**src/rtl/cp0_pkg.sv**
```systemverilog
// Shared CP0 definitions: register numbers, field positions and sequencer state encoding.
package cp0_pkg;

    localparam logic [4:0] CP0_STATUS = 5'd12;
    localparam logic [4:0] CP0_CAUSE  = 5'd13;
    localparam logic [4:0] CP0_EPC    = 5'd14;

    localparam int unsigned STATUS_IE = 0;
    localparam int unsigned CAUSE_IP  = 10;
    localparam int unsigned EXC_LO    = 2;
    localparam int unsigned EXC_HI    = 6;

    localparam logic [4:0] EXC_INT = 5'd0;

    typedef enum logic {
        StRun,
        StHandler
    } state_t;

endpackage

```
**src/rtl/sync_ff.sv**
```systemverilog
// Multi-flop synchroniser for an asynchronous level input; synchronous active-low reset.
module sync_ff #(
    parameter int unsigned DEPTH = 2
) (
    input  logic clk,
    input  logic clrn,
    input  logic d,
    output logic q
);

    logic [DEPTH-1:0] ff_q;

    always_ff @(posedge clk) begin
        if (!clrn) begin
            ff_q <= '0;
        end else begin
            ff_q <= {ff_q[DEPTH-2:0], d};
        end
    end

    assign q = ff_q[DEPTH-1];

endmodule

```
**src/rtl/intr_pipe_ctrl.sv**
```systemverilog
// Interrupt sequencer: holds CP0 status/cause/EPC, decides when an interrupt is taken in ID,
// and redirects the PC to the handler vector or back to EPC on eret.
module intr_pipe_ctrl
    import cp0_pkg::*;
#(
    parameter logic [31:0] VECTOR      = 32'h0000_0008,
    parameter int unsigned SYNC_STAGES = 2
) (
    input  logic        clk,
    input  logic        clrn,
    input  logic        intr,
    input  logic        stall,
    input  logic        id_valid,
    input  logic        id_in_slot,
    input  logic        id_eret,
    input  logic [31:0] id_pc,
    input  logic        cp0_we,
    input  logic [4:0]  cp0_addr,
    input  logic [31:0] cp0_wdata,
    output logic [31:0] cp0_rdata,
    output logic        flush_id,
    output logic        flush_if,
    output logic        pc_redirect,
    output logic [31:0] pc_target,
    output logic        int_ack,
    output logic        in_handler
);

    state_t      state_q, state_d;
    logic        ie_q, ie_d;
    logic [31:0] epc_q, epc_d;
    logic [4:0]  exc_q, exc_d;
    logic        intr_s;
    logic        take;
    logic        ret;
    logic [31:0] cause;

    logic unused_wdata;
    assign unused_wdata = ^{cp0_wdata[31:7], cp0_wdata[1]};

    sync_ff #(
        .DEPTH (SYNC_STAGES)
    ) u_intr_sync (
        .clk  (clk),
        .clrn (clrn),
        .d    (intr),
        .q    (intr_s)
    );

    // Delay-slot and stalled instructions cannot be killed cleanly; the level request waits.
    assign take = (state_q == StRun) & ie_q & intr_s & id_valid & ~id_in_slot & ~stall;
    assign ret  = (state_q == StHandler) & id_eret & ~stall;

    assign cause = {21'b0, intr_s, 3'b0, exc_q, 2'b0};

    always_comb begin
        flush_id    = take | ret;
        flush_if    = take | ret;
        pc_redirect = take | ret;
        int_ack     = take;
        in_handler  = (state_q == StHandler);
        pc_target   = '0;
        if (take) begin
            pc_target = VECTOR;
        end else if (ret) begin
            pc_target = epc_q;
        end
    end

    always_comb begin
        cp0_rdata = '0;
        case (cp0_addr)
            CP0_STATUS: cp0_rdata[STATUS_IE] = ie_q;
            CP0_CAUSE:  cp0_rdata = cause;
            CP0_EPC:    cp0_rdata = epc_q;
            default:    cp0_rdata = '0;
        endcase
    end

    // mtc0 first, then take/return override so sequencer events win on a shared edge.
    always_comb begin
        state_d = state_q;
        ie_d    = ie_q;
        epc_d   = epc_q;
        exc_d   = exc_q;
        if (cp0_we) begin
            case (cp0_addr)
                CP0_STATUS: ie_d  = cp0_wdata[STATUS_IE];
                CP0_CAUSE:  exc_d = cp0_wdata[EXC_HI:EXC_LO];
                CP0_EPC:    epc_d = cp0_wdata;
                default:    ;
            endcase
        end
        if (take) begin
            epc_d   = id_pc;
            ie_d    = 1'b0;
            exc_d   = EXC_INT;
            state_d = StHandler;
        end
        if (ret) begin
            ie_d    = 1'b1;
            state_d = StRun;
        end
    end

    always_ff @(posedge clk) begin
        if (!clrn) begin
            state_q <= StRun;
            ie_q    <= 1'b0;
            epc_q   <= '0;
            exc_q   <= '0;
        end else begin
            state_q <= state_d;
            ie_q    <= ie_d;
            epc_q   <= epc_d;
            exc_q   <= exc_d;
        end
    end

endmodule

```
**config.mk**
```make
export PLATFORM = sky130hd
export DESIGN_NAME = intr_pipe_ctrl
export DESIGN_NICKNAME = d
export VERILOG_FILES = /design/src/rtl/cp0_pkg.sv /design/src/rtl/sync_ff.sv /design/src/rtl/intr_pipe_ctrl.sv
export SDC_FILE = /design/constraint.sdc
export NUM_CORES = 1
export LEC_CHECK = 0
export ABC_AREA = 1
export CAP_MARGIN = 20
export CORE_ASPECT_RATIO = 1.25
export CORE_UTILIZATION = 30
export CTS_CLUSTER_SIZE = 25
export DETAILED_ROUTE_END_ITERATION = 6
export GPL_TIMING_DRIVEN = 0
export PLACE_DENSITY_LB_ADDON = 0.05
export REMOVE_ABC_BUFFERS = 1
export SYNTH_ARGS = -nofsm -noshare
export SYNTH_HDL_FRONTEND = slang
export SYNTH_SLANG_ARGS = --single-unit
```
**constraint.sdc**
```tcl
create_clock -name clk -period 4.1 [get_ports clk]
set_input_delay 1.025 -clock clk [delete_from_list [all_inputs] [get_ports clk]]
set_output_delay 1.025 -clock clk [all_outputs]
set_load 0.1 [all_outputs]
```
==> results of run 1 <==
-- per-layer routing --
metal | vias up | global-route usage | part of all wire
li1 | 1565 | - | -
met1 | 1390 | 0.242 | 0.42
met2 | 90 | 0.387 | 0.51
met3 | 5 | 0.0400 | 0.054
met4 | 0 | 0.0464 | 0.0078
met5 | - | 0 | 0
-- final timing paths --
| kind | start | endpoint | slack (ns) | depth (start not counted) |
|---|---|---|---|---|
| setup reg to reg | ie_q | epc_q[27] | 1.39 | 7 |
| hold reg to reg | u_intr_sync.ff_q[0] | u_intr_sync.ff_q[1] | 0.43 | 2 |
| hold / removal | u_intr_sync.ff_q[0] | u_intr_sync.ff_q[1] | 0.43 | 2 |
| setup / recovery | stall | pc_target[12] | 0.09 | 6 |
-- final cells by class --
class | instances | area (µm²) | area share
Multi-Input combinational cell | 297 | 1320 | 0.329
Clock buffer | 8 | 80.1 | 0.0199
Timing Repair Buffer | 152 | 1490 | 0.370
Tap cell | 95 | 119 | 0.0295
Sequential cell | 41 | 821 | 0.204
Timing Repair inverter | 1 | 7.51 | 0.00187
Inverter | 47 | 184 | 0.0457
-- worst max-delay path, stage by stage --
cell and delay, ns:
sky130_fd_sc_hd__clkdlybuf4s50_1 0.55, sky130_fd_sc_hd__nor2_2 0.36, sky130_fd_sc_hd__clkinvlp_4 0.16, sky130_fd_sc_hd__buf_4 0.21, sky130_fd_sc_hd__nor2_1 0.11, sky130_fd_sc_hd__clkdlybuf4s15_2 0.56
-- Yosys cell counts --
cell | n | area, µm²
sky130_fd_sc_hd__nand2_1 | 76 | 285
sky130_fd_sc_hd__inv_1 | 47 | 176
sky130_fd_sc_hd__o21ai_1 | 1 | 5.00
sky130_fd_sc_hd__buf_2 | 12 | 60.1
sky130_fd_sc_hd__o21ai_0 | 9 | 45.0
sky130_fd_sc_hd__a21oi_1 | 5 | 25.0
sky130_fd_sc_hd__nor2_2 | 1 | 6.26
sky130_fd_sc_hd__clkbuf_1 | 4 | 15.0
sky130_fd_sc_hd__nor2_4 | 1 | 11.3
sky130_fd_sc_hd__nor2_1 | 126 | 473
sky130_fd_sc_hd__dfxtp_1 | 41 | 821
sky130_fd_sc_hd__buf_4 | 8 | 60.1
sky130_fd_sc_hd__o21bai_1 | 1 | 7.51
sky130_fd_sc_hd__nand3_1 | 37 | 185
sky130_fd_sc_hd__nand4_1 | 31 | 194
sky130_fd_sc_hd__buf_1 | 6 | 22.5
sky130_fd_sc_hd__o22ai_1 | 5 | 31.3
sky130_fd_sc_hd__nand2_4 | 1 | 11.3
sky130_fd_sc_hd__nand3_4 | 1 | 17.5
-- report_power, final --
group          total (mW)  leakage (nW)  switching (mW)  internal [mW]
clock               0.259        0.0395           0.138          0.121
sequential          0.406         0.331         0.00266          0.403
combinational       0.135          1.15          0.0552         0.0798
-- state kept, by name, indices dropped and copies added (netlist names) --
register          flops
epc_q                32
exc_q                 5
u_intr_sync.ff_q      2
ie_q                  1
in_handler            1
-- metrics by stage --
step | hold slack [ns] | setup slack (ns) | utilization
after floorplan | 0.390 | -1.01 | -
after detailed placement | 0.397 | -1.18 | 0.500
final | 0.427 | 0.0922 | 0.513
after CTS | 0.430 | -0.0537 | 0.526
after global routing | 0.439 | 0.00409 | 0.513
after global placement | 0.395 | -1.75 | 0.493
-- cell families (layout without fill, tap and decap cells) --
kind of cell | count (synthesis) | in the layout
flip-flops | 41 | 41
AND/OR/NAND/NOR | 274 | 276
AO/OA/AOI/OAI | 21 | 21
buffers and inverters | 77 | 208
-- what timing repair did --
item | in CTS | in global routing
buffers inserted | 5 | 0
resized for setup | 225 | 41
cloned | 3 | 0
pin swaps | 2 | 0
endpoints found under the setup margin | 68 | 25
hold buffers | 0 | 0
==> insert_results.sql, run 1 <==
INSERT INTO impl_metrics (metric_group, metric, value, unit) VALUES
('status', 'run_status', 'complete, no violations', ''),
('synth', 'synth.distinct_cells', '19', ''),
('synth', 'area_fraction_in_compound_gates_after_synthesis', '0.0464', ''),
('sta', 'timing.max_slew.rel_slack', '0.339', ''),
('synth', 'synthesis.area', '2450', 'µm²'),
('power', 'ir_drop', '0.108', 'mV'),
('floorplan', 'starting_density', '0.313', ''),
('synth', 'main_combinational_cell_family_by_area_after_synthesis', 'simple AND/OR/NAND/NOR gates', ''),
('cts', 'tritoncts', 'done', ''),
('synth', 'syn_inst', '413', ''),
('finish', 'layout_common_cells', 'sky130_fd_sc_hd__nor2_1, sky130_fd_sc_hd__clkdlybuf4s50_1, sky130_fd_sc_hd__nand2_1', ''),
('synth', 'synth_simple_gate_area_share', '0.483', ''),
('sta', 'total_count_of_hold_check_failures_in_the_final_report', '0', ''),
('floorplan', 'core_area', '7840', 'µm²'),
('sta', 'slew_violations', '0', ''),
('synth', 'synth_adder_area_share', '0', ''),
('cts', 'clock-sinks', '41', ''),
('cts', 'clk_latency', '0.29', 'ns'),
('sta', 'grt_setup_unrepaired', 'no', ''),
('worst_setup_path', 'arrival', '2.98', 'ns'),
('power', 'p_total', '0.800', 'mW'),
('cts', 'cts-buffers-inserted', '5', ''),
('cts', 'ctsHtreeMaxLevel', '2', ''),
('route', 'drc', '0', ''),
('worst_setup_path', 'crit_path_start_kind', 'input pin', ''),
('floorplan', 'i_o_pins', '146', ''),
('synth', 'synthesis.area_per_instance', '5.94', 'µm²'),
('sta', 'fin_clk_skew', '0.00419', 'ns'),
('finish', 'post_layout_nonfiller_instances', '641', ''),
('floorplan', 'die_area', '8540', 'µm²'),
('finish', 'finished_layout_cell_area', '4020', 'µm²'),
('sta', 'fmax', '250', 'MHz'),
('synth', 'synth_seq_area_share', '0.335', ''),
('global_routing', 'first_global_vias', '2764', ''),
('global_routing', 'antenna_found_initial', '0', ''),
('place', 'placed_cell_area', '3920', 'µm²'),
('synth', 'ys_ff_latch', '41', ''),
('route', 'drt_first_iter_violations', '104', ''),
('finish', 'synthesis_to_finish_area_growth', '64.1', '%'),
('worst_setup_path', 'critPathKind', 'input pin to output pin', ''),
('place', 'portBuffers', '145', ''),
('global_routing', 'grt_usage', '0.205', ''),
('route', 'drt_first_pass_iters', '4', ''),
('route', 'detailroute.via_count', '3050', ''),
('place', 'place.detailed.instances', '625', ''),
('power', 'power_density', '199', 'nW/µm²'),
('synth', 'synthesis.yosys.warnings', '0', ''),
('floorplan', 'overall_die_height', '103', 'µm'),
('worst_setup_path', 'crit_path_end_kind', 'output pin', ''),
('global_routing', 'globalRouteOverflowTotal', '0', ''),
('sta', 'period_share', '0.978', ''),
('worst_setup_path', 'path_max_fanout', '9', ''),
('finish', 'mostFrequentLayoutCell', 'sky130_fd_sc_hd__nor2_1', ''),
('global_routing', 'wire_length_of_the_first_global_routing_pass', '14000', 'µm'),
('place', 'place_hpwl', '5490', 'µm'),
('cts', 'cell_at_the_root_of_the_clock_tree', 'sky130_fd_sc_hd__clkbuf_8', ''),
('route', 'detail-route-antenna-nets', '0', ''),
('power', 'leakagePower', '1.52', 'nW'),
('sta', 'worst_tran_pin_value', '0.989', 'ns'),
('job', 'maxCapViolations', '0', ''),
('sta', 'period_minus_slack', '4.01', 'ns'),
('sta', 'timing.setup.tns', '0', 'ns'),
('finish', 'final_net_count', '622', ''),
('cts', 'clock_path_buffers', '2', ''),
('route', 'drt-wirelength-per-cell', '14.1', 'µm'),
('place', 'gpl.final_weighted_congestion', '0.731', ''),
('worst_hold_path', 'hold_class', 'flip-flop to flip-flop', ''),
('worst_setup_path', 'wp_data_required', '3.07', 'ns'),
('synth', 'muxShareOfSynthArea', '0', ''),
('route', 'drt_wl_total', '9060', 'µm'),
('route', 'routed_via_density', '4.76', ''),
('global_routing', 'grt_max_degree', '65', ''),
('floorplan', 'die_w', '82.9', 'µm'),
('finish', 'filler_cell_count_in_the_final_layout', '855', ''),
('finish', 'diodes', '0', ''),
('finish', 'post_route_cells_drive_above_1_share', '0.168', ''),
('synth', 'synth_xor_area_frac', '0', ''),
('floorplan', 'placement_rows', '36', ''),
('cts', 'path_clk_slew', '0.07', 'ns'),
('sta', 'final_setup_violations', '0', '');
Power figures use the tool's default switching activity.
==> run 2, diff against run 1 <==
--- a/config.mk
+++ b/config.mk
@@ -6,6 +6,7 @@
 export NUM_CORES = 1
 export LEC_CHECK = 0
 export ABC_AREA = 1
+export ABC_CLOCK_PERIOD_IN_PS = 4100
 export CAP_MARGIN = 20
 export CORE_ASPECT_RATIO = 1.25
 export CORE_UTILIZATION = 30
==> results of run 2 <==
Same layout as run 1: the final DEF is identical, and so are final timing and power.
